===== src/rtl/policy_generator.sv =====
// Epsilon-greedy action selector: draws a pseudo-random number from a 16-bit
// Galois LFSR and returns either a random action (explore) or the arg-max
// action over the supplied Q-values (exploit, one comparison per cycle).
module policy_generator #(
    parameter int N_ACT     = 4,
    parameter int A_WIDTH   = 2,
    parameter int Q_WIDTH   = 16,
    parameter int RND_WIDTH = 16
) (
    input  logic                     clk,
    input  logic                     rst,
    input  logic [RND_WIDTH-1:0]     seed,
    input  logic                     seed_ld,
    input  logic [RND_WIDTH-1:0]     epsilon,
    input  logic                     mode,
    input  logic                     start,
    input  logic [N_ACT*Q_WIDTH-1:0] q_in,
    output logic [A_WIDTH-1:0]       action,
    output logic                     explore,
    output logic                     done,
    output logic                     busy,
    output logic [RND_WIDTH-1:0]     debug_rnd
);

    typedef enum logic [1:0] {
        IDLE,
        DRAW,
        SCAN,
        DONE
    } state_t;

    localparam logic [RND_WIDTH-1:0] LFSR_TAPS = RND_WIDTH'(16'hB400);
    localparam logic [RND_WIDTH-1:0] LFSR_ONE  = RND_WIDTH'(1);
    localparam logic [A_WIDTH-1:0]   LAST_IDX  = A_WIDTH'(N_ACT - 1);

    state_t                      state;
    state_t                      state_next;
    logic [RND_WIDTH-1:0]        lfsr;
    logic [RND_WIDTH-1:0]        lfsr_next;
    logic signed [Q_WIDTH-1:0]   best_q;
    logic signed [Q_WIDTH-1:0]   q_cur;
    logic [A_WIDTH-1:0]          best_idx;
    logic [A_WIDTH-1:0]          idx;
    logic                        take_explore;
    logic                        q_better;

    // Galois right-shift step; a zero state is never loaded, so no lock-up.
    assign lfsr_next    = (lfsr >> 1) ^ (lfsr[0] ? LFSR_TAPS : '0);
    // Q-value of the action currently being scanned.
    assign q_cur        = $signed(q_in[int'(idx)*Q_WIDTH +: Q_WIDTH]);
    assign take_explore = !mode && (lfsr < epsilon);
    // Strict compare keeps the lowest index on ties.
    assign q_better     = q_cur > best_q;

    assign done      = (state == DONE);
    assign busy      = (state != IDLE);
    assign debug_rnd = lfsr;

    // State register with synchronous active-low reset.
    always_ff @(posedge clk) begin
        // NOTE: sequential state uses non-blocking assignments so every
        // register samples pre-edge values regardless of block ordering.
        if (!rst) begin
            state <= IDLE;
        end else begin
            state <= state_next;
        end
    end

    // Next-state logic; seed_ld wins over start in IDLE.
    always_comb begin
        // NOTE: default first, so no path leaves state_next unassigned (no latch).
        state_next = state;
        unique case (state)
            IDLE: begin
                if (!seed_ld && start) begin
                    state_next = DRAW;
                end
            end
            DRAW: state_next = take_explore ? DONE : SCAN;
            SCAN: begin
                if (idx == LAST_IDX) begin
                    state_next = DONE;
                end
            end
            DONE: state_next = IDLE;
            default: state_next = IDLE;
        endcase
    end

    // Datapath: LFSR, result registers and the arg-max scan.
    always_ff @(posedge clk) begin
        if (!rst) begin
            lfsr     <= LFSR_ONE;
            action   <= '0;
            explore  <= 1'b0;
            best_q   <= '0;
            best_idx <= '0;
            idx      <= '0;
        end else begin
            unique case (state)
                IDLE: begin
                    if (seed_ld) begin
                        lfsr <= (seed == '0) ? LFSR_ONE : seed;
                    end else if (start) begin
                        lfsr <= lfsr_next;
                    end
                end
                DRAW: begin
                    if (take_explore) begin
                        action  <= lfsr[A_WIDTH-1:0];
                        explore <= 1'b1;
                    end else begin
                        best_q   <= $signed(q_in[Q_WIDTH-1:0]);
                        best_idx <= '0;
                        idx      <= A_WIDTH'(1);
                        explore  <= 1'b0;
                    end
                end
                SCAN: begin
                    if (q_better) begin
                        best_q   <= q_cur;
                        best_idx <= idx;
                    end
                    if (idx == LAST_IDX) begin
                        action <= q_better ? idx : best_idx;
                    end else begin
                        idx <= idx + A_WIDTH'(1);
                    end
                end
                default: ;
            endcase
        end
    end

endmodule

===== config.mk =====
export PLATFORM = sky130hd
export DESIGN_NAME = policy_generator
export DESIGN_NICKNAME = d
export VERILOG_FILES = /design/src/rtl/policy_generator.sv
export SDC_FILE = /design/constraint.sdc
export NUM_CORES = 1
export LEC_CHECK = 0
export ABC_CLOCK_PERIOD_IN_PS = 2750
export BUFFER_PORTS_ARGS = -buffer_cell sky130_fd_sc_hd__buf_2
export CAP_MARGIN = 10
export CORE_MARGIN = 2
export CORE_UTILIZATION = 46
export DETAILED_ROUTE_END_ITERATION = 6
export PLACE_DENSITY = 0.77
export SYNTH_ARGS = -nofsm -noshare
export SYNTH_HDL_FRONTEND = slang
export SYNTH_SLANG_ARGS = --single-unit

===== constraint.sdc =====
create_clock -name clk -period 2.75 [get_ports clk]
set_input_delay 0.55 -clock clk [delete_from_list [all_inputs] [get_ports clk]]
set_output_delay 0.55 -clock clk [all_outputs]
set_load 0.1 [all_outputs]

==> run summary, run 1 <==
Slew HR = 56.0%
dominant cells by area after synthesis = dfxtp_1 (24%), ha_1 (13%), a211oi_1 (7.8%)
Leak = 2.06 nW
initial antenna violation count = 0
row cnt = 31
Chip Width = 91.0 µm
status = finished, violations left
nets = 635
critical-path cell list = buf_8 -> mux4_2 -> ha_4 -> nand4_1 -> or2_1 -> a211oi_2 -> o31ai_4 -> buf_6 -> buf_6 -> a21o_4 -> a211oi_2
CP Max Fanout = 8
CORE AREA = 7290 µm²
Final Slew Violations = 0
final worst slack = -0.253 ns
Worst Path Required = 2.97 ns
Setup Crit Path Kind = reg2reg
Setup crit start kind = flip-flop
Final Hold Viols = 0
Ys Warns = 0
PwrDens = 1130 nW/µm²
Ports = 122
worst setup path startpoint = idx[0]
DRT Pass-1 Iters = 4
violated checks = setup timing
post-route setup TNS = -2.69 ns
DRT Wirelength = 9.95 mm
grt ovf = 0
DR WL/cell = 16.6 µm
CP arrival = 3.22 ns
Net Count, Synth = 496
Synth top area share = 23.6%
Synth area leader = dfxtp_1
die area = 8280 µm²
vias per cell = 5.73
Gate Count Post-Synth = 359
Post-route DRC = 0
Post-Layout Cell Count = 598
RR Startpoint = idx[0]
Max IR drop VDD = 0.783 mV
hpwl dp = 7.01 mm
Inst Count DP = 582
EDFF count, synth = 0
Starting DRT DRC Count = 114
largest net degree at the start of global routing = 32
clk slew on worst S/H paths = 0.09 ns
CTS sink count = 41
starting density of the core = 47.8%
worst hold start = best_q[0]
Worst Tran Pin Value = 0.660 ns
CTS tree = done
Netlist Area Pre-Place = 3480 µm²
crit end category = flip-flop
Max Root-Sink Buffers = 2
Max-cap violations = 0
distinct cell type count after synthesis = 51
CP max-delay cell = mux4_2
final number of setup-violating endpoints = 20
worst skew pair latency = 0.31 ns
synth-to-layout area growth = 34.8%
detailed-route via count = 3,424
Util after Layout = 64.4%
clk_skew = 0.00665 ns
WHS Path Cells = 2
share of layout cells above drive strength 1 = 47.3%
global-route usage over all layers = 23.1%
vias in the first global route = 3,406
top_reg_cell synth = dfxtp_1
Antenna Nets Post-Route = 0
mean post-synth cell area = 9.70 µm²
Area after DPL = 4280 µm²
Max Fclk = 0.333 GHz
hold crit path type = reg2reg
first-pass GRT wire length = 15.8 mm
RePlAce Congestion = 0.850
R2R depth = 11
antenna cell count = 0
WHS = 0.478 ns
H-tree depth = 2
synthesized flop and latch total = 41
die height = 91.0 µm
post-route design area = 4700 µm²
sequential share of the synthesized area = 23.6%
fin crit share = 109%
Largest stage delay, worst path = 0.55 ns
R2R Setup Slk = -0.25 ns
port bufs = 121
ys async rst share = 0%
RSZ-0062 raised after global routing = true
min Tclk post-route = 3.00 ns
clock root cell = clkbuf_8
Num CTS Buffers = 5
==> final cells by class <==
type                       count  area (µm²)
clock buffer                   6        72.6
clock inverter                 2        10.0
fill                         595        2590
inverter                      40         150
multi-input combinational    256        2570
sequential                    41         825
tap                           99         124
timing repair buffer         154         950
==> metal layers <==
metal	share of wire (%)	wire length (µm)	track usage [%]
met4	1.5	150	5.56
met3	5.8	575	3.90
met2	52	5150	44.3
met1	41	4070	26.4
met5	0	0	0
==> logic make-up (layout without fill, tap and decap cells) <==
| logic type | Yosys count | count (layout) | synth area share (%) |
|---|---|---|---|
| compound gates | 102 | 103 | 23.6 |
| simple gates | 72 | 72 | 10.4 |
| buf+inv | 63 | 202 | 9.84 |
| mux | 42 | 42 | 18.9 |
| flops | 41 | 41 | 23.6 |
| fa+ha+maj | 36 | 36 | 12.9 |
| xor+xnor | 3 | 3 | 0.754 |
==> layout by cell type, fill, tap and decap left out, types with 4 or more instances in the layout <==
| cell type | Yosys | final |
|---|---|---|
| a211oi_1 | 36 | 18 |
| a211oi_2 | 11 | 26 |
| a21oi_1 | 15 | 15 |
| a22oi_1 | 7 | 7 |
| and2_1 | 4 | 4 |
| buf_12 | 1 | 5 |
| buf_2 | 6 | 121 |
| buf_4 | 0 | 21 |
| buf_6 | 3 | 5 |
| clkbuf_8 | 6 | 5 |
| dfxtp_1 | 41 | 40 |
| ha_1 | 36 | 27 |
| ha_4 | 0 | 8 |
| inv_1 | 39 | 39 |
| mux2_2 | 15 | 15 |
| mux2i_1 | 11 | 11 |
| mux4_1 | 5 | 4 |
| mux4_2 | 11 | 12 |
| nand2_1 | 10 | 10 |
| nand2b_1 | 6 | 6 |
| nand4_1 | 5 | 5 |
| nor2_1 | 27 | 27 |
| nor4_1 | 6 | 6 |
| o211ai_1 | 5 | 5 |
| o21ai_0 | 7 | 7 |
==> metrics by stage <==
step	setup slack [ns]	total power (W)
detailed placement	-0.313	0.00425
global placement	-0.241	0.00415
floorplan	0.00474	0.00359
CTS	-0.196	0.00516
global route	-0.334	0.00562
finish	-0.253	0.00532
==> worst paths after layout <==
check	endpoint
max	best_q[8]
max reg2reg	best_q[8]
min	best_q[0]
min reg2reg	best_q[0]
==> worst max-delay path: cells and delay by family (launching register included) <==
| family | cells | cell delay, ns |
|---|---|---|
| buf+inv | 3 | 0.41 |
| mux | 1 | 0.55 |
| compound gates | 4 | 0.86 |
| flops | 1 | 0.38 |
| simple gates | 2 | 0.41 |
| fa+ha+maj | 1 | 0.29 |
==> cells in the mapped netlist, types with 3 or more instances <==
| cell type | n |
|---|---|
| mux4_2 | 11 |
| mux2_2 | 15 |
| o211ai_1 | 5 |
| o21ai_0 | 7 |
| nand2b_1 | 6 |
| nand2_1 | 10 |
| buf_2 | 6 |
| mux4_1 | 5 |
| a22oi_1 | 7 |
| inv_1 | 39 |
| ha_1 | 36 |
| nor4_1 | 6 |
| a211oi_2 | 11 |
| buf_6 | 3 |
| a211oi_1 | 36 |
| clkbuf_8 | 6 |
| mux2i_1 | 11 |
| nor2b_1 | 3 |
| nor2_1 | 27 |
| nand3_1 | 3 |
| nand4_1 | 5 |
| and2_1 | 4 |
| clkbuf_1 | 6 |
| a31oi_1 | 3 |
| a21oi_1 | 15 |
| dfxtp_1 | 41 |
==> power breakdown <==
part,switching (W),internal (W)
clock,0.000233,0.000177
combinational,0.00243,0.00149
sequential,0.000159,0.000833
==> timing repair <==
action,CTS,global route
resized for setup,33,13
setup endpoints to repair,20,20
gates cloned,3,0
buffers inserted,6,0
pin swaps,34,18
hold buffers,0,0
==> sequential cells by signal, summed over array words and instances (netlist names) <==
signal / count
state: 2
best_idx: 2
idx: 2
action: 2
best_q: 16
explore: 1
debug_rnd: 16
Note: power is estimated with default switching activity, not from simulation.
==> inputs of run 2 (changes only) <==
--- a/config.mk
+++ b/config.mk
@@ -11,7 +11,7 @@
 export CORE_MARGIN = 2
 export CORE_UTILIZATION = 46
 export DETAILED_ROUTE_END_ITERATION = 6
-export PLACE_DENSITY = 0.77
+export PLACE_DENSITY = 0.86
 export SYNTH_ARGS = -nofsm -noshare
 export SYNTH_HDL_FRONTEND = slang
 export SYNTH_SLANG_ARGS = --single-unit
==> run summary, run 2 (synthesis results as in run 1) <==
vias per cell = 5.76 (+0.55%)
post-route design area = 4690 µm² (-0.19%)
final number of setup-violating endpoints = 20 (unchanged)
DRT Pass-1 Iters = 4 (unchanged)
P_sw = 0.00277 W (-1.8%)
Num CTS Buffers = 5 (unchanged)
Worst Path Buf+Inv = 3 (unchanged)
synth-to-layout area growth = 34.6%
antenna cell count = 0 (unchanged)
Largest stage delay, worst path = 0.59 ns (+0.04 ns)
die area = 8280 µm² (unchanged)
first-pass GRT wire length = 16.0 mm (+1.6%)
Post-route DRC = 0 (unchanged)
final worst slack = -0.297 ns (-0.0440 ns)
Seq pwr share = 19.1% (+0.5 points)
Max-cap violations = 0 (unchanged)
Comb power frac = 73.0% (-0.7 points)
Crit path max-delay family = compound AO/OA/AOI/OAI gates
commonest non-fill, non-tap cell in the layout = buf_2
worst skew pair latency = 0.30 ns (about the same)
Setup Crit Path Kind = reg2reg
violated checks = setup timing
met1 WL = 4.04 mm (-0.93%)
vias in the first global route = 3,528 (+3.6%)
DRT Wirelength = 10.3 mm (+3.7%)
RSZ-0062 raised after global routing = true
register area = 825 µm² (unchanged)
CORE AREA = 7290 µm² (unchanged)
Top Layer Used = met4
row cnt = 31 (unchanged)
hold crit path type = reg2reg
Leak = 2.07 nW (+0.68%)
CTS sink count = 41 (unchanged)
Final Hold Viols = 0 (unchanged)
min Tclk post-route = 3.05 ns (+0.0440 ns)
Slew HR = 47.1% (-8.9 points)
cts hold-fix bufs = 0 (unchanged)
CP Max Fanout = 6 (-2)
grt ovf = 0 (unchanged)
Clk network pwr share = 7.9% (+0.2 points)
Worst Tran Pin Value = 0.794 ns (+0.134 ns)
Setup crit start kind = flip-flop
Final Slew Violations = 0 (unchanged)
crit end category = flip-flop
RePlAce Congestion = 0.889 (+4.6%)
H-tree depth = 2 (unchanged)
most used cell, CP = buf_6
port bufs = 121 (unchanged)
DR WL/cell = 17.1 µm (+3.0%)
nets = 640 (+0.79%)
clk_skew = 0.00952 ns (+0.00287 ns)
CTS tree = done
Max Root-Sink Buffers = 2 (unchanged)
PwrDens = 1120 nW/µm² (-1.5%)
DR WL met2 = 5.38 mm (+4.4%)
share of layout cells above drive strength 1 = 48.1% (+0.82 points)
Chip Width = 91.0 µm (unchanged)
Max IR drop VDD = 0.813 mV (+3.8%)
total power = 0.00524 W (-1.6%)
P_int = 0.00246 W (-1.4%)
global-route usage over all layers = 23.5% (+0.37 points)
FILL cells = 579 (-2.7%)
Switching Share = 53.0% (-0.094 points)
critical-path cell list = buf_16 -> mux4_1 -> ha_1 -> nand4_1 -> a211oi_2 -> o31ai_4 -> buf_6 -> buf_6 -> or3_4 -> a31oi_1
Multi-input gate area = 2520 µm² (-1.6%)
clk slew on worst S/H paths = 0.08 ns (about the same)
fin crit share = 111% (+1.6 points)
Max Fclk = 0.328 GHz (-1.4%)
hpwl dp = 7.10 mm (+1.3%)
most frequent cells in the layout = buf_2 (121), dfxtp_1 (40), inv_1 (39)
starting density of the core = 47.8% (unchanged)
clock root cell = clkbuf_8
met3 WL = 619 µm (+7.7%)
largest net degree at the start of global routing = 32 (unchanged)
Antenna Nets Post-Route = 0 (unchanged)
die height = 91.0 µm (unchanged)
Area after DPL = 4270 µm² (-0.23%)
initial antenna violation count = 0 (unchanged)
detailed-route via count = 3,466 (+1.2%)
Ports = 122 (unchanged)
Starting DRT DRC Count = 99 (-13%)
status = finished, violations left
Worst Path Required = 2.98 ns (about the same)
CP arrival = 3.27 ns (+0.05 ns)
CP max-delay cell = mux4_1
[run 2: final timing paths]
kind                              start     endpoint  slack (ns)  depth (start not counted)
worst max-delay path             idx[0]  best_idx[0]       -0.30                         10
worst min-delay path            explore      explore        0.48                          2
worst max register to register   idx[0]  best_idx[0]       -0.30                         10
worst min register to register  explore      explore        0.48                          2
[run 2: what timing repair did]
item,in CTS,in global routing
setup endpoints to repair,20,20
buffers inserted,5,3
gates resized for setup,20,23
pin swaps,33,12
gates cloned,3,0
[run 2: worst min-delay path, cell delays in order (launching register included)]
cell and delay, ns:
dfxtp_1 0.32, a21oi_1 0.06, nor2_1 0.07
[run 2: layout make-up]
class                   count  area share, %
clock buffers               7           1.84
inverters                  40           3.20
multi-input cells         256           53.9
flip-flops and latches     41           17.6
well taps                  99           2.64
repair buffers            159           20.9
[run 2: power groups by stage]
stage | Sequential, W | Clock [W] | Combinational, W
finish | 0.00100 | 0.000411 | 0.00383
global route | 0.00103 | 0.000443 | 0.00408
CTS | 0.000997 | 0.000420 | 0.00351
detailed placement | 0.00100 | 0 | 0.00320
global placement | 0.000986 | 0 | 0.00310
floorplan | 0.00166 | 0 | 0.00194
[run 2: through the flow]
stage	instances	setup TNS, ns	setup WS [ns]	utilization (%)	hold WS (ns)
final	602	-4.21	-0.297	64.3	0.485
after global placement	584	-3.87	-0.233	58.6	0.455
after floorplan	359	0	0.00474	-	0.440
after CTS	599	-2.70	-0.190	62.3	0.481
after global routing	602	-6.01	-0.360	64.3	0.506
after detailed placement	584	-5.37	-0.328	58.6	0.469
[run 2: routing by layer]
layer / vias to the layer above / track usage, %
met5: - / 0
met4: 0 / 10.4
met3: 25 / 4.90
met2: 153 / 42.7
met1: 1648 / 26.3
li1: 1640 / -
